[config.mk]
export PLATFORM = sky130hd
export DESIGN_NAME = hd_beat_timer
export DESIGN_NICKNAME = d
export VERILOG_FILES = /design/src/rtl/hd_timing_pkg.sv /design/src/rtl/hd_start_sync.sv /design/src/rtl/hd_beat_timer.sv
export SDC_FILE = /design/constraint.sdc
export NUM_CORES = 1
export LEC_CHECK = 0
export ABC_AREA = 1
export CELL_PAD_IN_SITES_DETAIL_PLACEMENT = 1
export CELL_PAD_IN_SITES_GLOBAL_PLACEMENT = 1
export CORE_UTILIZATION = 37
export CTS_BUF_LIST = sky130_fd_sc_hd__clkbuf_4
export CTS_CLUSTER_DIAMETER = 120
export DETAILED_ROUTE_END_ITERATION = 6
export HOLD_SLACK_MARGIN = 0.12
export PLACE_DENSITY = 0.89
export REMOVE_ABC_BUFFERS = 1
export SETUP_SLACK_MARGIN = 0.02
export SLEW_MARGIN = 0
export SYNTH_ARGS = -nofsm -noshare
export SYNTH_HDL_FRONTEND = slang
export SYNTH_SLANG_ARGS = --single-unit
export TNS_END_PERCENT = 5
[constraint.sdc]
create_clock -name CLK -period 1.2 [get_ports CLK]
set_input_delay 0.24 -clock CLK [delete_from_list [all_inputs] [get_ports CLK]]
set_output_delay 0.24 -clock CLK [all_outputs]
set_load 0.1 [all_outputs]
[src/rtl/hd_timing_pkg.sv]
// Shared encodings for the HD-CPU beat/phase timer.
//  W1_B..W3_B : one-hot beat codes driven on W[3:1]
//  state_t    : HALT / RUN sequencer state
//  phase_t    : T1..T3 phase within a beat
//  w_legal    : true for exactly one of the three beat codes
//  w_next     : beat-to-beat transition, given the SHORT/LONG requests
package hd_timing_pkg;

  localparam logic [2:0] W1_B = 3'b001;
  localparam logic [2:0] W2_B = 3'b010;
  localparam logic [2:0] W3_B = 3'b100;

  typedef enum logic {
    ST_HALT = 1'b0,
    ST_RUN  = 1'b1
  } state_t;

  typedef enum logic [1:0] {
    PH_T1 = 2'd0,
    PH_T2 = 2'd1,
    PH_T3 = 2'd2
  } phase_t;

  function automatic logic w_legal(input logic [2:0] w);
    return (w == W1_B) || (w == W2_B) || (w == W3_B);
  endfunction

  // SHORT only matters in W1 and wins over LONG there; LONG only matters in W2.
  function automatic logic [2:0] w_next(input logic [2:0] w, input logic short_i,
                                        input logic long_i);
    logic [2:0] n;
    case (w)
      W1_B:    n = short_i ? W1_B : W2_B;
      W2_B:    n = long_i  ? W3_B : W1_B;
      default: n = W1_B;
    endcase
    return n;
  endfunction

endpackage

[src/rtl/hd_start_sync.sv]
// Start-key conditioner: SYNC_STAGES flip-flop synchroniser on the
// asynchronous QD level followed by a rising-edge detector.
//  i_clk   : system clock
//  i_rst   : asynchronous reset, active-high (clears the chain)
//  i_qd    : raw start key level
//  o_start : 1-cycle pulse, SYNC_STAGES cycles after QD rises
module hd_start_sync #(
  parameter int SYNC_STAGES = 2
) (
  input  logic i_clk,
  input  logic i_rst,
  input  logic i_qd,
  output logic o_start
);

  logic [SYNC_STAGES-1:0] r_sync;
  logic                   r_prev;

  always_ff @(posedge i_clk or posedge i_rst) begin
    if (i_rst) begin
      r_sync <= '0;
      r_prev <= 1'b0;
    end else begin
      r_sync <= {r_sync[SYNC_STAGES-2:0], i_qd};
      r_prev <= r_sync[SYNC_STAGES-1];
    end
  end

  // Both terms are flops, so the pulse is clean inside the clock domain.
  assign o_start = r_sync[SYNC_STAGES-1] & ~r_prev;

endmodule

[src/rtl/hd_beat_timer.sv]
// Beat/phase timing generator for the HD-CPU hardwired controller.
// Generates the one-hot beat W[3:1] and phase T1..T3, and closes the loop
// with the controller's SHORT/LONG/STOP requests, sampled on BEAT_END.
//  CLK, CLR      : clock, asynchronous active-high reset
//  QD            : start key (async level, rising edge starts/resumes)
//  SHORT/LONG/STOP : controller requests, honoured only in the BEAT_END cycle
//  W[2:0]        : one-hot beat (bit0 = W1)
//  T1,T2,T3      : one-hot phase, all 0 while halted
//  RUN           : sequencing active
//  BEAT_END      : 1-cycle pulse on the last CLK of T3
// Build option: define HD_SINGLE_BEAT_EN to stop after every beat
// (one beat per QD edge); otherwise run continues until STOP is sampled.
module hd_beat_timer
  import hd_timing_pkg::*;
#(
  parameter int PHASE_CYCLES = 1,
  parameter int SYNC_STAGES  = 2
) (
  input  logic       CLK,
  input  logic       CLR,
  input  logic       QD,
  input  logic       SHORT,
  input  logic       LONG,
  input  logic       STOP,
  output logic [2:0] W,
  output logic       T1,
  output logic       T2,
  output logic       T3,
  output logic       RUN,
  output logic       BEAT_END
);

  localparam int             CW       = $clog2(PHASE_CYCLES + 1);
  localparam logic [CW-1:0]  CNT_LAST = CW'(PHASE_CYCLES - 1);

  state_t        r_state, w_state_nxt;
  phase_t        r_phase, w_phase_nxt;
  logic [CW-1:0] r_cnt, w_cnt_nxt;
  logic [2:0]    r_w, w_w_nxt;
  logic [3:1]    r_t, w_t_nxt;
  logic          r_be, w_be_nxt;
  logic          w_start;
  logic          w_stop;

  hd_start_sync #(.SYNC_STAGES(SYNC_STAGES)) u_sync (
    .i_clk   (CLK),
    .i_rst   (CLR),
    .i_qd    (QD),
    .o_start (w_start)
  );

`ifdef HD_SINGLE_BEAT_EN
  // Implicit STOP at every beat end; STOP kept in the expression so the
  // port stays connected to logic in both builds.
  assign w_stop = STOP | 1'b1;
`else
  assign w_stop = STOP;
`endif

  always_comb begin
    w_state_nxt = r_state;
    w_phase_nxt = r_phase;
    w_cnt_nxt   = r_cnt;
    w_w_nxt     = r_w;
    case (r_state)
      ST_HALT: begin
        if (w_start) begin
          w_state_nxt = ST_RUN;
          w_phase_nxt = PH_T1;
          w_cnt_nxt   = '0;
        end
      end
      ST_RUN: begin
        if (r_be) begin
          // r_be marks the last T3 cycle: the only cycle requests are seen.
          w_w_nxt     = w_next(r_w, SHORT, LONG);
          w_phase_nxt = PH_T1;
          w_cnt_nxt   = '0;
          if (w_stop) w_state_nxt = ST_HALT;
        end else if (r_cnt == CNT_LAST) begin
          w_cnt_nxt = '0;
          case (r_phase)
            PH_T1:   w_phase_nxt = PH_T2;
            PH_T2:   w_phase_nxt = PH_T3;
            default: w_phase_nxt = PH_T1;
          endcase
        end else begin
          w_cnt_nxt = r_cnt + CW'(1);
        end
      end
      default: w_state_nxt = ST_HALT;
    endcase

    // Recover from an upset beat register on the very next edge.
    if (!w_legal(r_w)) w_w_nxt = W1_B;

    // Outputs are decoded from next-state and registered, so T1..T3 and
    // BEAT_END come straight off flops and cannot glitch.
    w_t_nxt = '0;
    if (w_state_nxt == ST_RUN) begin
      case (w_phase_nxt)
        PH_T1:   w_t_nxt = 3'b001;
        PH_T2:   w_t_nxt = 3'b010;
        PH_T3:   w_t_nxt = 3'b100;
        default: w_t_nxt = '0;
      endcase
    end
    w_be_nxt = (w_state_nxt == ST_RUN) && (w_phase_nxt == PH_T3) &&
               (w_cnt_nxt == CNT_LAST);
  end

  always_ff @(posedge CLK or posedge CLR) begin
    if (CLR) begin
      r_state <= ST_HALT;
      r_phase <= PH_T1;
      r_cnt   <= '0;
      r_w     <= W1_B;
      r_t     <= '0;
      r_be    <= 1'b0;
    end else begin
      r_state <= w_state_nxt;
      r_phase <= w_phase_nxt;
      r_cnt   <= w_cnt_nxt;
      r_w     <= w_w_nxt;
      r_t     <= w_t_nxt;
      r_be    <= w_be_nxt;
    end
  end

  assign W        = r_w;
  assign T1       = r_t[1];
  assign T2       = r_t[2];
  assign T3       = r_t[3];
  assign RUN      = (r_state == ST_RUN);
  assign BEAT_END = r_be;

endmodule

# Word-level counts from Yosys, hierarchy flattened
# Cells that the tools add are included.
word_totals:
  in_bits: 6
  out_inout_bits: 8
  register_bits: 14
op_classes:
  bitwise_logic: 4
  n_reduce_logical: 7
  n_mux: 21
  n_eq_ne: 8
  add_sub_neg: 1
op_table:
  columns: ["op", "count"]
  rows:
  - ["3-bit two-way mux", 5]
  - ["3-bit case mux with 3 select lines", 1]
  - ["2-bit two-way mux", 4]
  - ["2-bit case mux with 2 select lines", 2]
  - ["1-bit two-way mux", 6]
  - ["3-bit case mux with 2 select lines", 1]
  - ["2-bit by 1-bit equality test with 1-bit output (second input constant)", 2]
  - ["2-bit zero test", 2]
  - ["2-bit != test (second input constant)", 2]
  - ["1-bit case mux with 2 select lines", 2]
  - ["3-bit by 1-bit equality test with 1-bit output (second input constant)", 1]
  - ["3-bit by 2-bit equality test with 1-bit output (second input constant)", 1]
  - ["3-bit equality test (second input constant)", 1]
  - ["1-bit inverter", 3]
  - ["2-bit equality test (second input constant)", 1]
  - ["1-bit logical AND", 2]
  - ["1-bit logical OR", 2]
  - ["2-bit AND reduction", 1]
  - ["1-bit adder (second input constant)", 1]
  - ["1-bit bitwise AND", 1]

# Depth between registers and ports, before layout
# Gate-level depths: netlist of run 1.
depth:
  ltp_word: 8
  depth_mapped: 6
  depth_no_buf: 6

# Modules after synthesis
# A second synthesis of run 1 with hierarchy kept.
unflattened:
  hier_cells: 65
  area_unflattened_um2: 585.6
by_module_without_submodules:
  columns: ["module", "area_per_inst_um2", "seq_area_each_um2", "n_inst", "cells_per_inst"]
  rows:
  - ["hd_beat_timer", 496.7, 276.5, 1, 59]
  - ["hd_start_sync", 88.8, 75.1, 1, 6]

# Least setup slack after synthesis of run 1
# Ideal clock, no wire load.
synth_timing:
  path_kind: "register to register"
  start: "register r_state (netlist: RUN)"
  end: "register r_be (netlist: BEAT_END)"
  path_stages_with_launch: 6
  path_buffers: 0
  period_less_slack_ns: 1.610
  setup_ns: 0.114
  t_arrival_ns: 1.496
  path_slack_ns: -0.410
  path_cell_list: "dfrtp_1 -> inv_2 -> nor2_4 -> nand3_1 -> nand2_2 -> inv_1"
synth_between:
  elab_chain_len: 5
  word_cells_on_any_way: 8
  classes_between: "eq/ne: 1; mux: 3; bitwise: 2; reduce/logical: 2"
synth_lines:
  columns: ["element", "line_no", "source"]
  rows:
  - ["start, declared", "hd_beat_timer.sv:36", "state_t r_state, w_state_nxt;"]
  - ["start signal, assigned", "hd_beat_timer.sv:121", "r_state <= w_state_nxt;"]
  - ["1-bit inverter", null, null]
  - ["2-bit case mux with 2 select lines", "hd_beat_timer.sv:65", "case (r_state)"]
  - ["2-bit equality test", "hd_beat_timer.sv:108", "w_be_nxt = (w_state_nxt == ST_RUN) && (w_phase_nxt == PH_T3) &&"]
  - ["1-bit logical AND", "hd_beat_timer.sv:108", null]
  - ["1-bit logical AND *", "hd_beat_timer.sv:108", null]
  - ["via w_be_nxt", "hd_beat_timer.sv:41", "logic r_be, w_be_nxt;"]
  - ["end signal, assigned", "hd_beat_timer.sv:126", "r_be <= w_be_nxt;"]
  - ["end, declared", "hd_beat_timer.sv:41", null]
# Mark *: on every way through the listed nets, which the timed path passes. The rest lies on a longest branch.
# A chain may end at the register's enable or synchronous reset.

# Worst setup path in the final report of run 1
layout_timing:
  start: "register r_w[0] (netlist: W[0])"
  end: "output port W[0]"
layout_lines:
  columns: ["element", "line_no", "source"]
  rows:
  - ["start, declared", "hd_beat_timer.sv:39", "logic [2:0] r_w, w_w_nxt;"]
  - ["start signal, assigned", "hd_beat_timer.sv:124", "r_w <= w_w_nxt;"]
  - ["end, declared", "hd_beat_timer.sv:25", "output logic [2:0] W,"]
# No word-level cell between the ends.

==> reports/metrics.sh, run 1 <==
FILLCELLCOUNT=151
CRIT_PATH_END_KIND='output port'
ROW_COUNT=13
CLOCK_PATH_BUFFERS=2
TIMING.MAX_CAP.VIOLATIONS=0
PLACEMENT.CELL_AREA_UM2=822
LAYOUT.CELLS.NON_FILLER=92
POST_DRT_WL_PER_CELL_UM=13.3
CHIPHEIGHT_UM=41.5
CTS_BUFFER_COUNT=3
GRT_PASS1_WL_MM=2.10
IO_BUFFER_COUNT=13
ARRIVAL_NS=1.02
HOLDCRITPATHCLASS='in2async'
TIMING.CRITICAL_PATH.MAX_DELAY_FAMILY='flip-flops'
FIN_WORST_SKEW_NS=0.00132
FLOORPLAN.CORE_AREA_UM2=1380
SYNTH_AREA_UM2=578
CTS.SINKS=14
YS_SEQ_ELEMENTS=14
SYN_AREA_PER_CELL_UM2=10.1
HPWL_MM=1.03
TIMING_WORST_SLEW_PIN_VALUE_NS=0.253
DETAIL_ROUTE.WIRELENGTH.MET1_UM=535
FINALHOLDVIOLATIONS=0
PWR_DENSITY_CELL_nW_PER_UM2=2820
RUN_STATUS='finished, violations left'
CTS.HTREE.LEVELS=1
DRTANTENNAVIOLNETS=0
WORST-SETUP-PATH-TYPE='reg2out'
CLK_PIN_SLEW_WORST_PATHS_NS=0.08
MET3_WIRE_LEN_UM=42
GRT_UTIL_ALL_LAYERS=0.168
SYNTH.YOSYS.WARNINGS=0
CRIT_REQUIRED_NS=0.96
VIA_COUNT_OF_THE_FIRST_GLOBAL_ROUTING_PASS=487
CRITICAL_PATH.SLOWEST_CELL='dfstp_2'
P_LEAK_nW=0.426
SYNTH_XOR_AREA_FRAC=0
CRITICAL_PATH.MAX_FANOUT=2
FINALWORSTPATHREQUIREDPERIOD_NS=1.26
SETUP_VIOL=1
FINAL_DESIGN_AREA_NO_FILL_UM2=860
ROOT_BUFFER='clkbuf_4'
GATE_COUNT_AFTER_TECHNOLOGY_MAPPING=57
SYNTH-COMPOUND-AREA-SHARE=0.108
GRT_ANTENNA_BEFORE_REPAIR=0
ANTENNADIODECOUNT=0
DIE-WIDTH_UM=41.5
IO_PINS=14
MAXCLOCKFREQUENCY_MHz=795
WORST_SETUP_PATH_START_KIND='flip-flop'
DR_TOTAL_VIAS=436
ROUTABILITYCONGESTION=0.758
PLACEMENT.SETUP.WORST_SLACK_NS=0.0391
SETUP_TOTAL_NEGATIVE_SLACK_NS=-0.0582
PLACED_CELLS_INCL_TAPS=87
MUX_SHARE_OF_POST_SYNTHESIS_CELL_AREA=0
FINAL_LAYOUT_SIZE_SUFFIX_GT1_FRAC=0.338
FIN_CRIT_SH=1.05
DIEAREA_UM2=1720
COMBINATIONAL_FAMILY_WITH_THE_MOST_AREA_AFTER_SYNTHESIS='simple AND/OR/NAND/NOR gates'
ROUTE.DETAILED.DRC=0
YOSYS.CELL_TYPES.COUNT=20
MOSTFREQUENTLAYOUTCELLS='dfrtp_1, inv_1, nand2_1'
SYNTH_SIMPLE_GATE_AREA_FRAC=0.212
DRTPASS1ITERATIONS=2
GRT_REMAINING_OVERFLOW=0
SYNTH_SEQUENTIAL_AREA_RATIO=0.608
DRT-TOTAL-WL_MM=1.23
DR_WL_MET2_UM=633
DRT_FIRST_ITER_VIOLATIONS=2
DR.MAX_LAYER_USED='met4'
YOSYS.AREA_SHARE.ADDER=0
MAX_VDD_DROP_V=0.00156
TRITONCTS='yes'
RSZ_0062_RAISED_AFTER_GLOBAL_ROUTING='yes'
VIAS_PER_CELL=4.74
SYN2LAYOUT_AREA_GROWTH_PCT=48.7
GRT_MAX_DEGREE=9
FINALCOREUTILIZATION=0.622
CLK-INSERTION-DELAY-LATE_NS=0.28
POWER.TOTAL_mW=2.42
TIMING.CRITICAL_PATH.SLOWEST_CELL_DELAY_NS=0.56
FINAL.SETUP.WORST_SLACK_NS=-0.0582
FIN_NETS=84
INITIAL_UTILIZATION=0.418
SLEW_VIOL_FINAL=0
FAILING_CHECKS='setup timing'
CP_CELL_SEQUENCE='buf_12'
PATH_BUF_INV=1
HOLDWS_NS=0.171
RELSLEWSLACK=0.831
-- cell usage after synthesis --
| library cell | instances | area share |
|---|---|---|
| dfrtp_1 | 13 | 0.56 |
| inv_1 | 10 | 0.065 |
| nand2_1 | 10 | 0.065 |
| nor2_1 | 5 | 0.032 |
| nand3_1 | 2 | 0.017 |
| nor2_4 | 2 | 0.039 |
| o21ai_0 | 2 | 0.017 |
| a21oi_1 | 1 | 0.0086 |
| a21oi_2 | 1 | 0.015 |
| and2_4 | 1 | 0.015 |
| dfstp_2 | 1 | 0.045 |
| inv_2 | 1 | 0.0065 |
| nand2_2 | 1 | 0.011 |
| nand3b_1 | 1 | 0.013 |
| nand4_1 | 1 | 0.011 |
| nor3_1 | 1 | 0.0086 |
| o21ai_2 | 1 | 0.015 |
| o21ai_4 | 1 | 0.028 |
| o22ai_1 | 1 | 0.011 |
| o31ai_1 | 1 | 0.013 |
-- registers in the layout (all words and copies together), names as in the netlist --
register / flops
BEAT_END: 1
RUN: 1
W: 3
r_cnt: 1
r_phase: 2
r_t: 3
u_sync.r_prev: 1
u_sync.r_sync: 2
-- power breakdown --
group	internal (mW)	total (mW)	leakage [nW]	switching, mW
clock	0.121	0.273	0.0154	0.152
combinational	0.493	1.41	0.241	0.920
sequential	0.603	0.738	0.170	0.135
total	1.22	2.42	0.426	1.21
-- layout make-up --
type,instances,area (um2),share of cell area
tap,15,18.8,0.0218
sequential,14,355,0.413
clock inverter,1,3.75,0.00437
clock buffer,3,22.5,0.0262
timing repair buffer,16,233,0.271
inverter,11,41.3,0.0480
multi-input combinational,32,185,0.215
-- per-layer routing --
layer | track usage | vias to the layer above
met5 | 0 | -
met4 | 0.0774 | 0
met3 | 0.0522 | 3
met2 | 0.275 | 10
met1 | 0.199 | 206
li1 | - | 217
-- final timing paths --
kind	from	endpoint	slack, ns	cells past startpoint
min in group CLK	u_sync.r_sync[0]	u_sync.r_sync[1]	0.37	0
worst min-delay path	CLR	r_phase[0]	0.17	2
worst max-delay path	W[0]	W[0]	-0.06	1
max in group asynchronous	CLR	W[2]	0.66	3
worst max register to register	W[0]	W[0]	0.10	5
worst min register to register	u_sync.r_sync[0]	u_sync.r_sync[1]	0.37	0
-- repair_timing --
| item | 4_1_cts | 5_1_grt |
|---|---|---|
| endpoints found under the setup margin | 4 | 3 |
| hold buffers | 0 | 0 |
| gates resized for setup | 2 | 1 |
| setup buffers | 1 | 0 |
-- cells by family after synthesis --
kind of cell,Yosys count
AND/OR/NAND/NOR,24
flip-flops,14
buffers and inverters,11
AO/OA/AOI/OAI,8
Note: power is estimated with default switching activity, not from simulation.
==> inputs of run 2 (changes only) <==
CORE_UTILIZATION = 36   (was 37)
SYNTH_HIERARCHICAL = 1   (was unset)
==> run 2 against run 1 <==
Net effect:
- via count grew 23%
- register-to-register slack got worse by 0.09 ns
- first-iteration DRC count rose to 12 times the previous value
- the run still ends with setup timing left
- count of clock-buffer cells in the layout is 1 higher
- routed wire length up 30%
==> reports/metrics.sh, run 2 <==
FF2FF_PATH_DEPTH=7  # +2
CTS_BUFFER_COUNT=3  # unchanged
SYNTH_XOR_AREA_FRAC=0  # unchanged
YOSYS.AREA_SHARE.ADDER=0  # unchanged
MUX_SHARE_OF_POST_SYNTHESIS_CELL_AREA=0  # unchanged
DIEAREA_UM2=1790  # +3.9%
SYNTH_SEQUENTIAL_AREA_RATIO=0.600  # -0.00780
FILLCELLCOUNT=166  # +9.9%
DR_TOTAL_VIAS=536  # +23%
IO_PINS=14  # unchanged
FIN_CRIT_SH=1.05  # +0.00589
MOSTFREQUENTLAYOUTCELLS='inv_1, nand2_1, dfrtp_1'
PATH_DEPTH=1  # unchanged
YS_TOP_CELLS_BY_COUNT='dfrtp_1, inv_1, nand2_1'
SYN_AREA_PER_CELL_UM2=9.01  # -11%
GRT_MAX_DEGREE=12  # +3
ROOT_BUFFER='clkbuf_4'
YOSYS.CELL_TYPES.COUNT=12  # -40%
TIMING.CRITICAL_PATH.MAX_DELAY_FAMILY='flip-flops'
SYNTH_ASYNC_SR_FLOP_SHARE=1.00  # unchanged
CLK-INSERTION-DELAY-LATE_NS=0.27  # about the same
SYN2LAYOUT_AREA_GROWTH_PCT=57.1
CRITICAL_PATH.MAX_FANOUT=3  # +1
GATE_COUNT_AFTER_TECHNOLOGY_MAPPING=65  # +14%
CHIPHEIGHT_UM=42.3  # +1.9%
INITIAL_UTILIZATION=0.389  # -0.0294
ROUTABILITYCONGESTION=0.801  # +5.7%
COMBINATIONAL_FAMILY_WITH_THE_MOST_AREA_AFTER_SYNTHESIS='simple AND/OR/NAND/NOR gates'
ANTENNADIODECOUNT=0  # unchanged
FIN_NETS=94  # +12%
FINAL_LAYOUT_SIZE_SUFFIX_GT1_FRAC=0.356  # +0.0187
VIA_COUNT_OF_THE_FIRST_GLOBAL_ROUTING_PASS=595  # +22%
HOLDWS_NS=0.152  # -0.0187 ns
SYNTH_ENABLE_FLOP_CELLS=0  # unchanged
GRT_PASS1_WL_MM=2.77  # +31%
SYNTH-COMPOUND-AREA-SHARE=0.0641  # -0.0441
CRITICAL_PATH.STARTPOINT='W[0]'
POST_DRT_WL_PER_CELL_UM=15.4  # +16%
DRT_FIRST_ITER_VIOLATIONS=24  # +22
FLOORPLAN.CORE_AREA_UM2=1510  # +9.0%
WORST_R2R_STARTPOINT='u_sync/r_sync[1]'
WORST-SETUP-PATH-TYPE='reg2out'
IO_BUFFER_COUNT=13  # unchanged
HPWL_MM=1.12  # +9.0%
PLACEMENT.SETUP.WORST_SLACK_NS=0.0318  # -0.00731 ns
SYNTH_TOP_AREA_CELL='dfrtp_1'
FAILING_CHECKS='setup timing'
PLACED_CELLS_INCL_TAPS=96  # +10%
MAX_VDD_DROP_V=0.00132  # -15%
CTS.HTREE.LEVELS=1  # unchanged
CP_CELL_SEQUENCE='buf_12'
CLOCK_PATH_BUFFERS=2  # unchanged
R2R_SETUP_SLACK_NS=0.01  # -0.09 ns
DRT-TOTAL-WL_MM=1.59  # +30%
ARRIVAL_NS=1.03  # about the same
ROW_COUNT=14  # +1
CRIT_PATH_END_KIND='output port'
ROUTE.DETAILED.DRC=0  # unchanged
WORST_SETUP_PATH_START_KIND='flip-flop'
CLK_PIN_SLEW_WORST_PATHS_NS=0.09  # about the same
GRT_ANTENNA_BEFORE_REPAIR=0  # unchanged
FINALWORSTPATHREQUIREDPERIOD_NS=1.27  # +0.00706 ns
MAXCLOCKFREQUENCY_MHz=790  # -0.56%
REGTOREGENDPOINT='r_t[1]'
TIMING_WORST_SLEW_PIN_VALUE_NS=0.425  # +0.172 ns
HOLDBUFCOUNTCTS=0  # unchanged
HOLDCRITPATHCLASS='in2async'
PWR_DENSITY_CELL_nW_PER_UM2=3100  # +10%
P_LEAK_nW=0.440  # +3.2%
GRT_REMAINING_OVERFLOW=0  # unchanged
SLEW_VIOL_FINAL=0  # unchanged
RSZ_0062_RAISED_AFTER_GLOBAL_ROUTING='yes'
CRITICAL_PATH.SLOWEST_CELL='dfstp_2'
DIE-WIDTH_UM=42.3  # +1.9%
LAYOUT.CELLS.MOST_COMMON='inv_1'
SYNTH_SIMPLE_GATE_AREA_FRAC=0.252  # +0.0400
YS_SEQ_ELEMENTS=14  # unchanged
TRITONCTS='yes'
MET2_USAGE=0.345  # +0.0696
RELSLEWSLACK=0.716  # -0.115
DRTPASS1ITERATIONS=4  # +2
CTS.SINKS=14  # unchanged
SYNTH.YOSYS.WARNINGS=6  # +6
FINALHOLDVIOLATIONS=0  # unchanged
DOMINANTREGCELLSYNTH='dfrtp_1'
RUN_STATUS='finished, violations left'
SYNTH.TOP_CELLS.BY_AREA='dfrtp_1, inv_1, nand3_1'
DRTANTENNAVIOLNETS=0  # unchanged
FINAL.SETUP.WORST_SLACK_NS=-0.0653  # -0.00706 ns
PATH_BUF_INV=1  # unchanged
SETUP_VIOL=2  # +1
GLOBALROUTEMET3UTIL=0.0388  # -0.0134
TIMING.CRITICAL_PATH.SLOWEST_CELL_DELAY_NS=0.58  # +0.02 ns
GRT_UTIL_ALL_LAYERS=0.209  # +0.0417
SYNTH_AREA_UM2=586  # +1.3%
FIN_WORST_SKEW_NS=0.00715  # +0.00583 ns
VIAS_PER_CELL=5.20  # +9.8%
TIMING.MAX_CAP.VIOLATIONS=0  # unchanged
SYNTH_TOP_AREA_SHARE=0.556  # -0.00722
LAYOUT.CELLS.NON_FILLER=103  # +12%
CRIT_REQUIRED_NS=0.96  # about the same
GRT_UTIL_MET1=0.263  # +0.0639
GLOBAL_ROUTE.PEAK_USAGE_LAYER='met2'
==> run 2: changes by cell type in the layout (fill, tap and decap cells not counted), sizes merged, moves of 2 or more <==
cell   before  now
o21ai       4    2
nand2      11   13
a21oi       2    0
nor2        7    9
buf        11   13
nand3       2    9
inv        11   13
==> run 2: cells by family (layout without fill, tap and decap cells) <==
kind of cell,after synthesis,count (layout)
DFF,14,14
and+or+nand+nor,33,33
AOI/OAI and AO/OA,5,5
buffers and inverters,13,35
==> run 2: cell type report <==
class / count / area (um2) / area share
tap: 16 / 20.0 / 0.0218
multi-input combinational: 38 / 214 / 0.233
sequential: 14 / 355 / 0.386
timing repair buffer: 18 / 251 / 0.273
clock buffer: 4 / 30.0 / 0.0327
inverter: 13 / 48.8 / 0.0531
==> run 2: routing by layer <==
layer / up-vias / share of wire
met5: - / 0
met1: 270 / 0.40
met3: 2 / 0.033
met2: 16 / 0.55
li1: 248 / -
met4: 0 / 0.0082
==> run 2: how the worst max path moves through the flow <==
stage | to | slack [ns]
floorplan | W[1] | -0.43
detailed placement | W[0] | 0.03
finish | W[0] | -0.07
global route | W[0] | -0.10
CTS | W[0] | -0.07
global placement | r_t[1] | 0.08
==> run 2: stage by stage <==
stage | cell area [um2] | TNS (ns) | total power [mW] | util
final | 920 | -0.0658 | 2.86 | 0.610
after detailed placement | 831 | 0 | 2.38 | 0.551
after floorplan | 586 | -3.62 | 1.76 | -
after global placement | 831 | 0 | 2.32 | 0.551
after global routing | 920 | -0.389 | 3.03 | 0.610
after CTS | 900 | -0.0700 | 2.79 | 0.597
==> run 2: where the power goes <==
group / switching [mW] / total [mW] / internal, mW
sequential: 0.134 / 0.755 / 0.621
clock: 0.145 / 0.296 / 0.151
combinational: 1.16 / 1.80 / 0.647
==> run 2: repair_timing <==
| action | CTS | global route |
|---|---|---|
| setup buffers | 3 | 0 |
| gates resized for setup | 5 | 7 |
| setup endpoints to repair | 6 | 12 |
| cloned | 0 | 0 |
